--- src/rtl/cordic_pkg.sv ---
// Shared constants for the vector-mode CORDIC result collector.
// Gain, fixed-point format and default sizing.
package cordic_pkg;

  localparam int          DEF_DATA_W     = 32;
  localparam int          DEF_STAGES     = 16;
  localparam int          DEF_FIFO_DEPTH = 4;
  localparam int          GAIN_FRAC      = 30;
  localparam logic [31:0] DEF_GAIN_K     = 32'h26DD3B6A;
  localparam logic [31:0] MAG_MAX        = 32'h7FFFFFFF;

endpackage

--- src/rtl/cordic_vec_collector_if.sv ---
// Launch/chain inputs and result valid/ready port of the collector.
// slave: collector side; master: launcher/consumer side.
interface cordic_vec_collector_if
  import cordic_pkg::*;
#(
  parameter int DATA_W = DEF_DATA_W
);
  logic              launch_valid;
  logic              launch_ready;
  logic [DATA_W-1:0] chain_x;
  logic [DATA_W-1:0] chain_y;
  logic [DATA_W-1:0] chain_z;
  logic              m_valid;
  logic              m_ready;
  logic [DATA_W-1:0] m_mag;
  logic [DATA_W-1:0] m_resid;
  logic [DATA_W-1:0] m_tag;

  modport slave (
    input  launch_valid, chain_x, chain_y, chain_z,
    input  m_ready,
    output launch_ready, m_valid, m_mag, m_resid, m_tag
  );

  modport master (
    output launch_valid, chain_x, chain_y, chain_z,
    output m_ready,
    input  launch_ready, m_valid, m_mag, m_resid, m_tag
  );
endinterface

--- src/rtl/cordic_res_fifo.sv ---
// Show-ahead result FIFO; wr/rd strobes, head data, overflow pulse.
// Ports: clk, rst, wr_en_i/wr_data_i, rd_en_i, rd_valid_o/rd_data_o, ovf_o.
module cordic_res_fifo
  import cordic_pkg::*;
#(
  parameter int WIDTH = 3 * DEF_DATA_W,
  parameter int DEPTH = DEF_FIFO_DEPTH
) (
  input  logic             clk,
  input  logic             rst,
  input  logic             wr_en_i,
  input  logic [WIDTH-1:0] wr_data_i,
  input  logic             rd_en_i,
  output logic             rd_valid_o,
  output logic [WIDTH-1:0] rd_data_o,
  output logic             ovf_o
);
  localparam int AW = $clog2(DEPTH);

  logic [AW:0]      wptr_q, wptr_d;
  logic [AW:0]      rptr_q, rptr_d;
  logic [WIDTH-1:0] mem_q [DEPTH];
  logic             full, empty;
  logic             do_wr, do_rd;

  assign empty = (wptr_q == rptr_q);
  assign full  = (wptr_q[AW] != rptr_q[AW]) &&
                 (wptr_q[AW-1:0] == rptr_q[AW-1:0]);

  // a read in the same cycle frees the slot a full write needs
  assign do_rd = rd_en_i & ~empty;
  assign do_wr = wr_en_i & (~full | do_rd);
  assign ovf_o = wr_en_i & full & ~do_rd;

  assign wptr_d = wptr_q + (AW+1)'(do_wr);
  assign rptr_d = rptr_q + (AW+1)'(do_rd);

  assign rd_valid_o = ~empty;
  assign rd_data_o  = mem_q[rptr_q[AW-1:0]];

  always_ff @(posedge clk or posedge rst) begin
    if (rst) begin
      wptr_q <= '0;
      rptr_q <= '0;
    end else begin
      wptr_q <= wptr_d;
      rptr_q <= rptr_d;
    end
  end

  always_ff @(posedge clk) begin
    if (do_wr) mem_q[wptr_q[AW-1:0]] <= wr_data_i;
  end
endmodule

--- src/rtl/cordic_vec_collector.sv ---
// Sink after the last CORDIC stage: tracks launches, scales x by K, buffers.
// Ports: clk, RST, bus (launch/chain in, m_* result out), err (sticky).
module cordic_vec_collector
  import cordic_pkg::*;
#(
  parameter int                STAGES     = DEF_STAGES,
  parameter int                DATA_W     = DEF_DATA_W,
  parameter int                FIFO_DEPTH = DEF_FIFO_DEPTH,
  parameter logic [DATA_W-1:0] GAIN_K     = DEF_GAIN_K
) (
  input  logic                   clk,
  input  logic                   RST,
  cordic_vec_collector_if.slave  bus,
  output logic                   err
);
  localparam int AW = $clog2(FIFO_DEPTH);
  localparam int PW = 2 * DATA_W;
  localparam int CW = 3 * DATA_W;

  localparam logic [DATA_W-1:0] MAX_N =
    {1'b0, {(DATA_W-1){1'b1}}};
  localparam logic signed [PW-1:0] MAX_W =
    {{DATA_W{1'b0}}, MAX_N};
  localparam logic signed [PW-1:0] HALF =
    {{(PW-1){1'b0}}, 1'b1} << (GAIN_FRAC - 1);

  logic              accept, pop;
  logic [AW:0]       outst_q, outst_d;
  logic [STAGES-1:0] dv_q;
  logic              cap;

  logic signed [PW-1:0] x_ext, k_ext, prod, scl;
  logic [DATA_W-1:0]    mag_d;

  logic              p_valid_q;
  logic [DATA_W-1:0] p_mag_q, p_resid_q, p_tag_q;
  logic              err_q, err_d;

  logic              f_valid, f_ovf;
  logic [CW-1:0]     f_head;

  assign bus.launch_ready =
    (outst_q < (AW+1)'(FIFO_DEPTH));
  assign accept = bus.launch_valid & bus.launch_ready;
  assign pop    = f_valid & bus.m_ready;
  assign cap    = dv_q[STAGES-1];

  always_comb begin
    x_ext = {{DATA_W{bus.chain_x[DATA_W-1]}}, bus.chain_x};
    k_ext = {{DATA_W{1'b0}}, GAIN_K};
    prod  = x_ext * k_ext;
    scl   = (prod + HALF) >>> GAIN_FRAC;
    mag_d = scl[DATA_W-1:0];
    if (bus.chain_x[DATA_W-1]) begin
      mag_d = '0;
    end else if (scl > MAX_W) begin
      mag_d = MAX_N;
    end
  end

  always_comb begin
    outst_d = outst_q;
    unique case ({accept, pop})
      2'b10:   outst_d = outst_q + (AW+1)'(1);
      2'b01:   outst_d = outst_q - (AW+1)'(1);
      default: outst_d = outst_q;
    endcase
  end

  assign err_d = err_q | f_ovf |
                 (cap & bus.chain_x[DATA_W-1]);

  always_ff @(posedge clk or posedge RST) begin
    if (RST) begin
      dv_q      <= '0;
      outst_q   <= '0;
      p_valid_q <= 1'b0;
      p_mag_q   <= '0;
      p_resid_q <= '0;
      p_tag_q   <= '0;
      err_q     <= 1'b0;
    end else begin
      dv_q      <= STAGES'({dv_q, accept});
      outst_q   <= outst_d;
      p_valid_q <= cap;
      err_q     <= err_d;
      if (cap) begin
        p_mag_q   <= mag_d;
        p_resid_q <= bus.chain_y;
        p_tag_q   <= bus.chain_z;
      end
    end
  end

  cordic_res_fifo #(
    .WIDTH (CW),
    .DEPTH (FIFO_DEPTH)
  ) u_fifo (
    .clk        (clk),
    .rst        (RST),
    .wr_en_i    (p_valid_q),
    .wr_data_i  ({p_mag_q, p_resid_q, p_tag_q}),
    .rd_en_i    (pop),
    .rd_valid_o (f_valid),
    .rd_data_o  (f_head),
    .ovf_o      (f_ovf)
  );

  // empty FIFO shows zeros rather than a stale slot
  assign bus.m_valid = f_valid;
  assign bus.m_mag   = f_valid ? f_head[CW-1 -: DATA_W] : '0;
  assign bus.m_resid = f_valid ? f_head[PW-1 -: DATA_W] : '0;
  assign bus.m_tag   = f_valid ? f_head[DATA_W-1:0]     : '0;
  assign err         = err_q;
endmodule
--- src/flat_wrapper.sv ---
// flat-port wrapper written by rule: the top's interface ports become plain ports
module cordic_vec_collector_flat import cordic_pkg::*;
#(
  parameter int                STAGES     = DEF_STAGES,
  parameter int                DATA_W     = DEF_DATA_W,
  parameter int                FIFO_DEPTH = DEF_FIFO_DEPTH,
  parameter logic [DATA_W-1:0] GAIN_K     = DEF_GAIN_K
)
  (clk, RST, err, bus_launch_valid, bus_chain_x, bus_chain_y, bus_chain_z, bus_m_ready, bus_launch_ready, bus_m_valid, bus_m_mag, bus_m_resid, bus_m_tag);
  cordic_vec_collector_if #(.DATA_W(DATA_W)) bus_i ();
  input  logic clk;
  input  logic RST;
  output logic err;
  input wire logic [$bits(bus_i.launch_valid)-1:0] bus_launch_valid;
  input wire logic [$bits(bus_i.chain_x)-1:0] bus_chain_x;
  input wire logic [$bits(bus_i.chain_y)-1:0] bus_chain_y;
  input wire logic [$bits(bus_i.chain_z)-1:0] bus_chain_z;
  input wire logic [$bits(bus_i.m_ready)-1:0] bus_m_ready;
  output wire logic [$bits(bus_i.launch_ready)-1:0] bus_launch_ready;
  output wire logic [$bits(bus_i.m_valid)-1:0] bus_m_valid;
  output wire logic [$bits(bus_i.m_mag)-1:0] bus_m_mag;
  output wire logic [$bits(bus_i.m_resid)-1:0] bus_m_resid;
  output wire logic [$bits(bus_i.m_tag)-1:0] bus_m_tag;
  assign bus_i.launch_valid = bus_launch_valid;
  assign bus_i.chain_x = bus_chain_x;
  assign bus_i.chain_y = bus_chain_y;
  assign bus_i.chain_z = bus_chain_z;
  assign bus_i.m_ready = bus_m_ready;
  assign bus_launch_ready = bus_i.launch_ready;
  assign bus_m_valid = bus_i.m_valid;
  assign bus_m_mag = bus_i.m_mag;
  assign bus_m_resid = bus_i.m_resid;
  assign bus_m_tag = bus_i.m_tag;
  cordic_vec_collector #(.STAGES(STAGES), .DATA_W(DATA_W), .FIFO_DEPTH(FIFO_DEPTH), .GAIN_K(GAIN_K)) u_core (.clk(clk), .RST(RST), .bus(bus_i), .err(err));
endmodule
--- config.mk ---
export PLATFORM = sky130hd
export DESIGN_NAME = cordic_vec_collector_flat
export DESIGN_NICKNAME = d
export VERILOG_FILES = /design/src/rtl/cordic_pkg.sv /design/src/rtl/cordic_vec_collector_if.sv /design/src/rtl/cordic_res_fifo.sv /design/src/rtl/cordic_vec_collector.sv /design/src/flat_wrapper.sv
export SDC_FILE = /design/constraint.sdc
export NUM_CORES = 2
export LEC_CHECK = 0
export ABC_CLOCK_PERIOD_IN_PS = 20800
export CAP_MARGIN = 20
export CORE_UTILIZATION = 40
export DETAILED_ROUTE_END_ITERATION = 8
export PLACE_DENSITY = 0.63
export SLEW_MARGIN = 20
export SYNTH_ARGS = -nofsm -noshare
export SYNTH_HDL_FRONTEND = slang
export SYNTH_HIERARCHICAL = 1
export SYNTH_SLANG_ARGS = --single-unit
--- constraint.sdc ---
create_clock -name clk -period 20.8 [get_ports clk]
set_input_delay 4.16 -clock clk [delete_from_list [all_inputs] [get_ports clk]]
set_output_delay 4.16 -clock clk [all_outputs]
set_load 0.005 [all_outputs]
* Yosys cells after proc, flatten, opt, wreduce, memory -nomap -nowiden
Memories as Yosys holds them, arrays and structs flattened. Index checks and enable logic that the tools add are counted.
Storage, ports and cells: bits in registers 123, RAM bits 384, bits of input ports 100, memories 1
Operators by class: add/sub/neg operators 5, multipliers 1, order comparisons 2, equal/unequal tests 5, multiplexer cells 8, bitwise logic cells 13, reduce and logical (&&, ||, !) cells 2
Memory list:
- u_core.u_fifo.mem_q | words 4, width 96, read ports 1, clocked after memory_dff 0, write ports 1, line cordic_res_fifo.sv:22 | logic [WIDTH-1:0] mem_q [DEPTH];
Operators by type and width (count):
- 2-to-1 mux 32 bit | 5
- adder 63 x 31 -> 64 bit, second input constant | 1
- multiplier 32 x 30 -> 62 bit, second input constant | 1
- greater-than comparator 34 x 32 -> 1 bit, second input constant | 1
- bitwise AND 1 bit | 7
- adder 3 x 1 -> 3 bit | 2
- one-hot mux 3 bit (2 select lines) | 1
- adder 3 x 1 -> 3 bit, second input constant | 1
- == test 3 bit | 1
- less-than comparator 3 bit, second input constant | 1
- inverter 1 bit | 3
- bitwise OR 1 bit | 3
- subtractor 3 x 1 -> 3 bit, second input constant | 1
- == test 2 x 1 -> 1 bit, second input constant | 1
- == test 2 bit | 1
- == test 2 bit, second input constant | 1
- 2-to-1 mux 1 bit | 2
- nonzero test 2 bit | 1
- logical AND 1 bit | 1
- != test 1 bit | 1

* Logic depth before layout (Yosys ltp)
word-level depth 8, mapped depth 34, mapped depth without buffers 31

* By module
Netlist, hierarchy kept.
By module, submodules not included:
- cordic_vec_collector | instances 1, cells each 2680, area each 25754.7 µm², seq. area each 2927.8 µm²
- cordic_res_fifo | instances 1, cells each 532, area each 14184.9 µm², seq. area each 11681.2 µm²

* Worst setup path before layout
OpenSTA, ideal clock, no wires.
path type input port to flip-flop, from input bus_m_ready, to memory u_core/u_fifo/mem_q[2][0] (netlist bit) (enable), data arrival time 11.576 ns, data required time 20.112 ns, slack 8.536 ns, stages on the path 4, path buffers 0, cells stage by stage and2_1 > inv_1 > a41o_1 > nor3b_1
Between the ends: cells in the longest elaborated chain, start to end 6
Ends and longest elaborated chain:
- from (decl) | line flat_wrapper.sv:18 | input wire logic [$bits(bus_i.m_ready)-1:0] bus_m_ready;
- bitwise AND 1 bit | line cordic_vec_collector.sv:45 | assign pop = f_valid & bus.m_ready;
- bitwise AND 1 bit | line cordic_res_fifo.sv:31 | assign do_rd = rd_en_i & ~empty;
- bitwise OR 1 bit | line cordic_res_fifo.sv:32 | assign do_wr = wr_en_i & (~full | do_rd);
- bitwise AND 1 bit | line cordic_res_fifo.sv:32
- 2-to-1 mux 1 bit | line cordic_res_fifo.sv:52 | if (do_wr) mem_q[wptr_q[AW-1:0]] <= wr_data_i;
- 2-to-1 mux 1 bit (implied by the code) | line cordic_res_fifo.sv:52
- to (decl) | line cordic_res_fifo.sv:22
Every way passes these cells.

* Worst setup path in the final report
from input bus_chain_x[15], to register u_core.p_mag_q[3]
Between the ends: cells in the longest elaborated chain, start to end 5
Ends and longest elaborated chain:
- from (decl) | line flat_wrapper.sv:15 | input wire logic [$bits(bus_i.chain_x)-1:0] bus_chain_x;
- multiplier 32 x 30 -> 62 bit (*) | line cordic_vec_collector.sv:51 | prod = x_ext * k_ext;
- adder 63 x 31 -> 64 bit (*) | line cordic_vec_collector.sv:52 | scl = (prod + HALF) >>> GAIN_FRAC;
- greater-than comparator 34 x 32 -> 1 bit | line cordic_vec_collector.sv:56 | end else if (scl > MAX_W) begin
- 2-to-1 mux 32 bit (*) | line cordic_vec_collector.sv:56
- 2-to-1 mux 32 bit (*) | line cordic_vec_collector.sv:54 | if (bus.chain_x[DATA_W-1]) begin
- to (signal assigned) | line cordic_vec_collector.sv:88 | p_mag_q <= mag_d;
- to (decl) | line cordic_vec_collector.sv:36 | logic [DATA_W-1:0] p_mag_q, p_resid_q, p_tag_q;
Mark *: on every way between the ends. The rest lies on a longest branch, timed or not. A chain may end at the register's enable or synchronous reset.

==> impl_metrics.toml <==
[timing]
fin_skew_ns = 0.0260
period_minus_slack_ns = 13.62
hold_violations = 0
fmax_mhz = 73.4
rsz0062_at_grt = "no"
setup_tns_ns = 0
slew_headroom_pct = 33.5
drv_slew = 0
worst_pin_slew_ns = 0.997
period_share_pct = 65.5
finalSetupViolations = 0

[finish]
final_common_cell = "inv_1"
drive_gt1_share_pct = 8.66
regArea_mm2 = 0.0146
final_cell_mix = "654 x inv_1, 423 x fa_1, 384 x edfxtp_1"
multi_input_area_mm2 = 0.0225
antenna-diode-count = 0
n_fill_cell = 9032
nets = 4285
synthToLayoutAreaGrowth_pct = 12.1

[synth]
synth_compound_area_share_pct = 6.36
synth-seq-cells = 507
syn_area_per_cell_um2 = 12.4
synth_cell_types = 93
yosysTopAreaCell = "edfxtp_1"
synthArstFlopShare_pct = 24.3
syn_inst = 3212
yosysWarnings = 6
yosys.area_share.simple_pct = 6.23
muxShareOfSynthArea_pct = 7.42
synth_area_leaders = "edfxtp_1 29%, fa_1 21%, ha_1 12%, dfrtp_1 7.7%, inv_1 6.2%"
synth_adder_area_share_pct = 32.8
netlist_area_mm2 = 0.0399
synth-xor-area-share_pct = 3.40
ys.flop_type = "edfxtp_1"
ys_seq_area_share_pct = 36.6
synth_top_family_by_area = "adder cells"
syn_nets = 4105
synth_top_area_share_pct = 28.9
synth_edf_count = 384

[critical_path]
worst_ep_required_time_ns = 21.18
crit_family = "adder cells"
cp_slowest_stage_delay_ns = 0.74
critPathSlowestCell = "nor2_2"
arrival_ns = 14.00
critPathCaptureType = "flip-flop"
cp_max_fo = 21
cp-start-kind = "input pin"
cp_num_buf_inv = 6
critPathKind = "input pin to flip-flop"
rrSetupSlack_ns = 16.25

[global_route]
grt-ovfl-total = 0
grt_use_total_pct = 21.0
grtUsageMet2_pct = 36.0
grt_pass1_wl_um = 162000
use_met1_pct = 28.6
antenna_found_initial = 2
grt_pass1_vias = 26100
use_met3_pct = 2.44
grt_max_degree = 65
busiest_layer = "met2"

[clock_network]
clkSlewWorstSetupHoldPaths_ns = 0.07
cts_buffers = 46
clockBufferDepth = 3
ctsRootBufferMaster = "clkbuf_16"
htreeDepth = 2
clkLatencyLatePin_ns = 0.56
cts.sinks = 507
hold_buffers = 0
post_cts_buffers = 0
post_cts_resized = 0
cts_tree = "done"

[detailed_routing]
drt-initial-drc-count = 1766
drc = 0
post_drt_wl_per_cell_um = 22.3
vias = 24600
routed_via_density = 5.21
first_pass_iters = 5
detail-route-antenna-nets = 0
drt-total-wl_um = 105000

[placed_design]
port_buffers = 198
place_hpwl_um = 85200
place_congestion = 0.958

[floorplan]
row_count = 115
io_pins = 199
floorplan.initialDensity_pct = 40.5
die_h_um = 318
dieWidth_um = 318
dieArea_mm2 = 0.101
coreArea_mm2 = 0.0987

[worst_hold_path]
hold_class = "flip-flop to flip-flop"

[job]
cap_violations = 0

[status]
status = "complete, no violations"
[final cells by class]
class | instances | share of cell area [%]
timing repair buffer | 215 | 4.70
sequential | 507 | 32.6
tap | 1287 | 3.60
inverter | 656 | 5.51
multi-input combinational | 1966 | 50.2
clock buffer | 60 | 2.87
clock inverter | 26 | 0.472
[metrics by stage]
step | hold slack, ns | utilization, % | cell area, um2 | std cells | setup WS, ns
detailed placement | 0.336 | 43.9 | 43300 | 4631 | 6.62
finish | 0.351 | 45.4 | 44800 | 4717 | 7.18
global placement | 0.338 | 43.9 | 43300 | 4631 | 6.64
floorplan | 0.331 | - | 39900 | 3212 | 8.54
global route | 0.356 | 45.4 | 44800 | 4717 | 6.59
CTS | 0.351 | 45.4 | 44800 | 4717 | 7.18
[cells in the mapped netlist, drive strengths merged (84+ instances only)]
cell type    n
inv        655
fa         423
edfxtp     384
ha         370
dfrtp      123
and2       111
nand2      107
a21oi      100
mux4        96
xor2        94
o21ai       88
nor2        84
[path summary, 6_finish.rpt]
path                                                    from                                    to  cells past startpoint
setup / recovery                             bus_chain_x[15]         u_core/p_mag_q[3]$_DFFE_PP0P_                     30
hold / removal                     u_core/dv_q[14]$_DFF_PP0_             u_core/dv_q[15]$_DFF_PP0_                      0
setup reg to reg           u_core/u_fifo/rptr_q[1]$_DFF_PP0_  u_core/u_fifo/mem_q[1][67]$_DFFE_PP_                      9
hold reg to reg                    u_core/dv_q[14]$_DFF_PP0_             u_core/dv_q[15]$_DFF_PP0_                      0
max in group asynchronous                                RST        u_core/p_tag_q[21]$_DFFE_PP0P_                      3
min in group asynchronous                                RST     u_core/u_fifo/rptr_q[0]$_DFF_PP0_                      2
[logic make-up (layout without fill, tap and decap cells)]
| family | count (synthesis) | after routing |
|---|---|---|
| xor gates and xnor gates | 155 | 155 |
| muxes | 168 | 168 |
| and+or+nand+nor | 468 | 468 |
| DFF | 507 | 507 |
| AOI/OAI and AO/OA | 382 | 382 |
| adders and majority gates | 793 | 793 |
| buffers and inverters | 739 | 957 |
[metal layers]
metal | wire (um) | vias to the layer above
met5 | 8 | -
met4 | 2320 | 2
met3 | 4970 | 143
met2 | 51500 | 716
met1 | 46600 | 12500
li1 | - | 11200
[registers in the layout, indices dropped and copies added, names as in the netlist]
| register | flops |
|---|---|
| u_core/outst_q | 3 |
| u_core/u_fifo/rptr_q | 3 |
| u_core/u_fifo/mem_q | 384 |
| u_core/u_fifo/wptr_q | 3 |
| u_core/p_mag_q | 32 |
| u_core/dv_q | 16 |
| u_core/err | 1 |
| u_core/p_tag_q | 32 |
| u_core/p_valid_q | 1 |
| u_core/p_resid_q | 32 |
Power is left out: the tool's default activity adds up to more than one toggle a clock period on the data nets, which glitch-free logic cannot reach.
